[src/rtl/ram_arbiter.sv]
// ram_arbiter: shares one single-port RAM between the CPU fetch port and a
// host loader/debug port. Every access goes IDLE -> ACCESS -> RESP. Ties are
// broken round-robin or in the host's favour. In host-priority mode a
// starvation counter forces a CPU grant after STARVE_MAX host wins.
module ram_arbiter #(
    parameter int AW         = 16,
    parameter int DW         = 16,
    parameter int STARVE_MAX = 8
) (
    input  logic          clk,
    input  logic          rst,
    input  logic          cpu_req,
    input  logic [AW-1:0] cpu_addr,
    output logic [DW-1:0] cpu_rdata,
    output logic          cpu_ack,
    input  logic          host_req,
    input  logic          host_we,
    input  logic [AW-1:0] host_addr,
    input  logic [DW-1:0] host_wdata,
    input  logic          host_prio,
    output logic [DW-1:0] host_rdata,
    output logic          host_ack,
    output logic          gnt_host,
    output logic          ram_en,
    output logic          ram_we,
    output logic [AW-1:0] ram_addr,
    output logic [DW-1:0] ram_wdata,
    input  logic [DW-1:0] ram_rdata
);

    localparam int SW = $clog2(STARVE_MAX + 1);
    localparam logic [SW-1:0] STARVE_LIM = SW'(STARVE_MAX);

    localparam logic [1:0] IDLE   = 2'd0;
    localparam logic [1:0] ACCESS = 2'd1;
    localparam logic [1:0] RESP   = 2'd2;

    logic [1:0]    state_q, state_d;
    logic          ram_en_q, ram_en_d;
    logic          ram_we_q, ram_we_d;
    logic [AW-1:0] ram_addr_q, ram_addr_d;
    logic [DW-1:0] ram_wdata_q, ram_wdata_d;
    logic          win_host_q, win_host_d;
    logic          last_host_q, last_host_d;
    logic [SW-1:0] starve_q, starve_d;
    logic          grant_host;

    // Pick the winner from the requests present this cycle (meaningful in IDLE only)
    always_comb begin
        grant_host = 1'b0;
        if (host_req && !cpu_req) begin
            grant_host = 1'b1;
        end else if (host_req && cpu_req) begin
            if (host_prio) begin
                grant_host = (starve_q != STARVE_LIM);
            end else begin
                grant_host = !last_host_q;
            end
        end
    end

    // Next-state logic: latch the winner's access in IDLE, pulse ram_en in ACCESS, ack in RESP
    always_comb begin
        state_d     = state_q;
        ram_en_d    = ram_en_q;
        ram_we_d    = ram_we_q;
        ram_addr_d  = ram_addr_q;
        ram_wdata_d = ram_wdata_q;
        win_host_d  = win_host_q;
        last_host_d = last_host_q;
        starve_d    = starve_q;
        case (state_q)
            IDLE: begin
                if (!cpu_req) begin
                    starve_d = '0;
                end
                if (cpu_req || host_req) begin
                    state_d     = ACCESS;
                    ram_en_d    = 1'b1;
                    win_host_d  = grant_host;
                    last_host_d = grant_host;
                    if (grant_host) begin
                        ram_we_d    = host_we;
                        ram_addr_d  = host_addr;
                        ram_wdata_d = host_wdata;
                        if (cpu_req && starve_q != STARVE_LIM) begin
                            starve_d = starve_q + SW'(1);
                        end
                    end else begin
                        ram_we_d    = 1'b0;
                        ram_addr_d  = cpu_addr;
                        ram_wdata_d = '0;
                        starve_d    = '0;
                    end
                end
            end
            ACCESS: begin
                state_d  = RESP;
                ram_en_d = 1'b0;
            end
            RESP: begin
                state_d = IDLE;
            end
            default: begin
                state_d  = IDLE;
                ram_en_d = 1'b0;
            end
        endcase
    end

    // State registers; reset aborts any transaction in flight without an ack
    always_ff @(posedge clk or posedge rst) begin
        if (rst) begin
            state_q     <= IDLE;
            ram_en_q    <= 1'b0;
            ram_we_q    <= 1'b0;
            ram_addr_q  <= '0;
            ram_wdata_q <= '0;
            win_host_q  <= 1'b0;
            last_host_q <= 1'b1;
            starve_q    <= '0;
        end else begin
            state_q     <= state_d;
            ram_en_q    <= ram_en_d;
            ram_we_q    <= ram_we_d;
            ram_addr_q  <= ram_addr_d;
            ram_wdata_q <= ram_wdata_d;
            win_host_q  <= win_host_d;
            last_host_q <= last_host_d;
            starve_q    <= starve_d;
        end
    end

    // Outputs: acks and read data come straight from RESP so the RAM's registered data lines up
    always_comb begin
        cpu_ack    = (state_q == RESP) && !win_host_q;
        host_ack   = (state_q == RESP) && win_host_q;
        cpu_rdata  = cpu_ack ? ram_rdata : '0;
        host_rdata = (host_ack && !ram_we_q) ? ram_rdata : '0;
        gnt_host   = win_host_q && (state_q != IDLE);
        ram_en     = ram_en_q;
        ram_we     = ram_we_q && ram_en_q;
        ram_addr   = ram_addr_q;
        ram_wdata  = ram_wdata_q;
    end

endmodule
[config.mk]
export PLATFORM = sky130hd
export DESIGN_NAME = ram_arbiter
export DESIGN_NICKNAME = d
export VERILOG_FILES = /design/src/rtl/ram_arbiter.sv
export SDC_FILE = /design/constraint.sdc
export NUM_CORES = 1
export LEC_CHECK = 0
export CELL_PAD_IN_SITES_DETAIL_PLACEMENT = 1
export CELL_PAD_IN_SITES_GLOBAL_PLACEMENT = 2
export CORE_ASPECT_RATIO = 0.75
export CORE_MARGIN = 4
export CORE_UTILIZATION = 17
export CTS_CLUSTER_SIZE = 12
export DETAILED_ROUTE_END_ITERATION = 10
export PLACE_DENSITY = 0.84
export SLEW_MARGIN = 30
export SYNTH_ARGS = -nofsm -noshare
export SYNTH_HDL_FRONTEND = slang
export SYNTH_SLANG_ARGS = --single-unit
export TNS_END_PERCENT = 30
[constraint.sdc]
create_clock -name clk -period 1.45 [get_ports clk]
set_input_delay 0.3625 -clock clk [delete_from_list [all_inputs] [get_ports clk]]
set_output_delay 0.3625 -clock clk [all_outputs]
set_load 0.02 [all_outputs]
# After elaboration in Yosys (flattened, before gate mapping)
# Index checks and enable logic that the tools add are counted.
[word_totals]
ff_bits = 42
[classes]
add_sub_neg = 1
n_eq_ne = 4
muxes = 16
bitwise = 1
reduce_logical = 17
[op_table]
columns = ["op", "n"]
rows = [
  ["$mux 16", 4],
  ["$mux 4", 4],
  ["$logic_and 1x1->1", 8],
  ["$mux 1", 5],
  ["$add 4x1->4 const B", 1],
  ["$logic_not 1->1", 4],
  ["$ne 4x4->1 const B", 1],
  ["$pmux 2 s2", 1],
  ["$reduce_and 2->1", 2],
  ["$eq 2x1->1 const B", 1],
  ["$eq 2x2->1 const B", 1],
  ["$logic_not 2->1", 1],
  ["$mux 2", 1],
  ["$ne 2x2->1 const B", 1],
  ["$pmux 1 s2", 1],
  ["$reduce_bool 2->1", 1],
  ["$logic_or 1x1->1", 1],
  ["$not 1->1", 1],
]

# Depth between registers and ports, before layout
[depth]
word_depth = 6
mapped_depth = 7
depth_no_buf = 6

# Worst setup path after synthesis
# OpenSTA, ideal clock, no wires.
[synth_timing]
path_kind = "register to output"
start = "register state_q[0]"
end = "output host_rdata[10]"
arrival_time_ns = 1.390
slack_ns = -0.302
stages_incl_launch_ff = 5
path_buffers = 1
path_cell_list = "dfrtp_1 > and3b_1 > and2b_1 > clkbuf_2 > and2_1"
[synth_between]
elab_chain_len = 4
[synth_rtl]
columns = ["item", "line_no", "text"]
rows = [
  ["start, declared", "38", "logic [1:0] state_q, state_d;"],
  ["start signal, assigned", "123", "state_q <= state_d;"],
  ["$eq 2x2->1", "137", "host_ack = (state_q == RESP) && win_host_q;"],
  ["$logic_and 1x1->1", "137", ""],
  ["via host_ack", "22", "output logic host_ack,"],
  ["$logic_and 1x1->1", "139", "host_rdata = (host_ack && !ram_we_q) ? ram_rdata : '0;"],
  ["$mux 16", "139", ""],
  ["end, declared", "21", "output logic [DW-1:0] host_rdata,"],
]
# The timed path passes the listed nets, and every way through them passes these cells.

# Worst setup path after layout
[layout_timing]
start = "register state_q[0]"
end = "output cpu_rdata[8]"
[layout_between]
elab_chain_len = 3
[layout_rtl]
columns = ["item", "line_no", "text"]
rows = [
  ["$eq 2x2->1", "136", "cpu_ack = (state_q == RESP) && !win_host_q;"],
  ["$logic_and 1x1->1", "136", ""],
  ["$mux 16", "138", "cpu_rdata = cpu_ack ? ram_rdata : '0;"],
  ["end, declared", "14", "output logic [DW-1:0] cpu_rdata,"],
]
# No other way between the ends.

==> reports/summary.txt <==
====================================================================================================
Deepest clock path buffer count                                                                    2
Fraction of the yosys area taken by sequential cells                                           47.8%
Async SR Flop Fraction                                                                          100%
Total number of placement rows                                                                    35
Wire per inst                                                                                14.8 um
Number of optimization iterations in the first detailed-route pass                                 3
Count of flip-flops with a built-in enable after synthesis                                         0
Total standard cell area after synthesis                                                    2200 um2
Finished Core Util                                                                             35.1%
Achievable frequency                                                                         540 MHz
Antenna Cells                                                                                      0
Fraction of final layout cells with drive strength greater than 1                              36.0%
Worst min-delay path class                                                               in -> async
Nature of the critical path startpoint                                                      register
Transition at the pin with the smallest max-transition slack                                  300 ps
Count of final setup violators                                                                    56
Die Outline Area                                                                           14800 um2
Starting Density                                                                               17.6%
Vias                                                                                            2456
Most repeated cell in the gate-level netlist after synthesis                            sky130_fd_sc_hd__nand2_1
# DRC                                                                                              0
Num CTS Buffers                                                                                    5
Result of the run                                                                       finished with violations
Antenna violations before repair                                                                   0
Synthesized area divided by synthesized cell count                                          8.80 um2
Slowest cell delay on critical path                                                           380 ps
Reg2reg start                                                                             state_q[1]
Number of maximum-capacitance constraint violations                                                0
Setup repair after global routing missed its margin                                             true
Non-Filler Instances                                                                             585
Top cells by count, synth                                                               56 x sky130_fd_sc_hd__nand2_1, 41 x sky130_fd_sc_hd__dfrtp_1, 33 x sky130_fd_sc_hd__and2_1
Relative max-transition margin                                                                 79.8%
Layout area overhead                                                                           99.2%
Termination of the worst setup path                                                     cpu_rdata[8]
I/O pins                                                                                         139
Maximum vdd ir drop                                                                         0.636 mV
Post-layout net count                                                                            490
Final critical-path required period                                                          1850 ps
Number of distinct library cell variants in the gate-level netlist after synthesis                33
Clock Root Buffer                                                                       sky130_fd_sc_hd__clkbuf_16
Number of cells after detailed placement                                                         570
Worst-Skew Late Latency                                                                       280 ps
FF-to-FF path depth                                                                                9
R2r setup slk                                                                                -110 ps
Core footprint                                                                             12500 um2
Ordered cell list for the critical path                                                 buf_6 > nor3b_4 > buf_6 > and2_4 > buf_6
Arr. time, crit path                                                                         1490 ps
Leakage                                                                                      2.06 nW
Final Total Pwr                                                                            0.00799 W
Maximum number of pins on one net before global-route repair                                      43
WL final                                                                                     8650 um
TritonCTS clock tree                                                                           built
DP Wirelength                                                                                6340 um
IO Port Bufs                                                                                     138
Synth Flop Type                                                                         sky130_fd_sc_hd__dfrtp_1
Residual antenna-violating net count after detailed routing                                        0
Die outline height                                                                            107 um
Crit path top cell by count                                                             sky130_fd_sc_hd__buf_6
Congestion Overflow GR                                                                             0
Path type of the worst setup path                                                         reg -> out
Wire length of the first global-routing pass                                                13800 um
Synth Register Bits                                                                               42
Iter 0 DRT Violations                                                                             51
YS warnings                                                                                        0
Detailed-route vias per instance                                                                4.20
Post-synth top area cell                                                                sky130_fd_sc_hd__dfrtp_1
Max Slew Vio Count                                                                                 0
Required time at the worst-slack endpoint                                                    1090 ps
Ranking of synthesized cells by area                                                    sky130_fd_sc_hd__dfrtp_1 47%, sky130_fd_sc_hd__nand2_1 9.6%, sky130_fd_sc_hd__and2_1 9.4%
Number of failing hold endpoints at the final stage                                                0
H-Tree Depth                                                                                       2
Post-synthesis net count                                                                         322
Peak fanout along the critical path                                                                8
Endpoint of the worst register-to-register path                                          ram_addr[6]
Clock skew after layout                                                                      3.28 ps
Die W                                                                                         139 um
Number of global-route vias before repair                                                       2686
Violations in the final reports                                                         setup timing
Top cell type's share of synthesized area                                                      46.6%
Clock-pin slew reported for the worst setup and hold paths after clock tree synthesis          60 ps
Master of the slowest instance on the critical path                                     sky130_fd_sc_hd__dfrtp_1
Placer congestion estimate                                                                     0.830
Number of clock sinks seen by CTS                                                                 42
Synth Instances                                                                                  250
CP Capture Type                                                                           output pin
Setup crit start                                                                          state_q[0]
Pwr/cell area                                                                            1820 nW/um2
Total global routing track utilization                                                         11.4%
Worst path setup slack after routing                                                         -401 ps
Tcrit/Tclk final                                                                                128%
====================================================================================================
## power breakdown
part	internal, W	total (W)	switching (W)
clock network	0.000684	0.00114	0.000456
logic	0.00223	0.00479	0.00256
registers	0.00175	0.00206	0.000310
## cell usage in the layout, fill, tap and decap left out, types with 5 or more instances in the layout
master	synthesis	final
sky130_fd_sc_hd__dlygate4sd2_1	0	34
sky130_fd_sc_hd__nand2_1	56	53
sky130_fd_sc_hd__o21ai_0	7	5
sky130_fd_sc_hd__a21oi_2	10	14
sky130_fd_sc_hd__clkdlybuf4s50_1	0	67
sky130_fd_sc_hd__nor2_1	18	15
sky130_fd_sc_hd__buf_12	0	6
sky130_fd_sc_hd__clkbuf_16	0	5
sky130_fd_sc_hd__nand3_1	22	20
sky130_fd_sc_hd__dfrtp_1	41	41
sky130_fd_sc_hd__and2_4	0	32
sky130_fd_sc_hd__buf_4	1	20
sky130_fd_sc_hd__buf_6	2	43
sky130_fd_sc_hd__a21oi_1	23	19
## worst min path at each step
stage	from	endpoint	cells after the start
floorplan	ram_we_q	ram_we_q	2
finish	rst	ram_wdata[11]	3
CTS	rst	ram_wdata[11]	3
global placement	ram_wdata[6]	ram_wdata[6]	2
detailed placement	ram_wdata[11]	ram_wdata[11]	2
global route	rst	ram_wdata[11]	3
## kinds of logic (layout without fill, tap and decap cells)
kind of cell	count (synthesis)	in the layout	share of synthesized area, %
flops	42	42	47.8
buf+inv	19	187	5.12
fa+ha+maj	2	2	1.14
compound gates	46	46	14.0
simple gates	141	142	32.0
## per-stage QoR
stage | area (um2) | hold slack, ps | setup WS [ps] | setup TNS (ps)
2_1_floorplan | 2240 | 445 | -161 | -4090
3_3_place_gp | 4020 | 450 | -544 | -28660
3_5_place_dp | 4020 | 459 | -592 | -31000
4_1_cts | 4320 | 442 | -409 | -13870
5_1_grt | 4380 | 475 | -472 | -17890
6_report | 4380 | 427 | -401 | -12760
## worst max-delay path: cells and delay by family (launching register included)
kind	cells	cell delay, ps
simple gates	2	420
buf+inv	3	420
flops	1	380
## area by class of cell
class                      count  area [um2]
multi-input combinational    190        1210
inverter                       6        25.0
timing repair buffer         173        1750
tap                          166         208
clock inverter                 1        5.00
sequential                    42        1050
fill                        1427        8100
clock buffer                   7         143
## metal layers
metal	part of all wire (%)	GRT usage, %	vias to the layer above
li1	-	-	1163
met3	9.8	4.45	7
met1	41	12.9	1183
met2	49	20.3	103
met4	0.56	2.23	0
met5	0	0	-
## what timing repair did
item                                   in CTS  in global routing
cloned                                      3                  0
setup endpoints to repair                 105                 74
setup buffers                               2                  2
hold buffers                                0                  0
pin swaps                                  31                 12
endpoints found under the hold margin       0                  0
resized for setup                         287                 16
## sequential cells by signal, summed over array words and instances, names as in the netlist
signal and flops:
last_host_q 1, ram_addr 16, ram_en 1, ram_wdata 16, ram_we_q 1, starve_q 4
state_q 2, win_host_q 1
(Power assumes the default switching activity.)
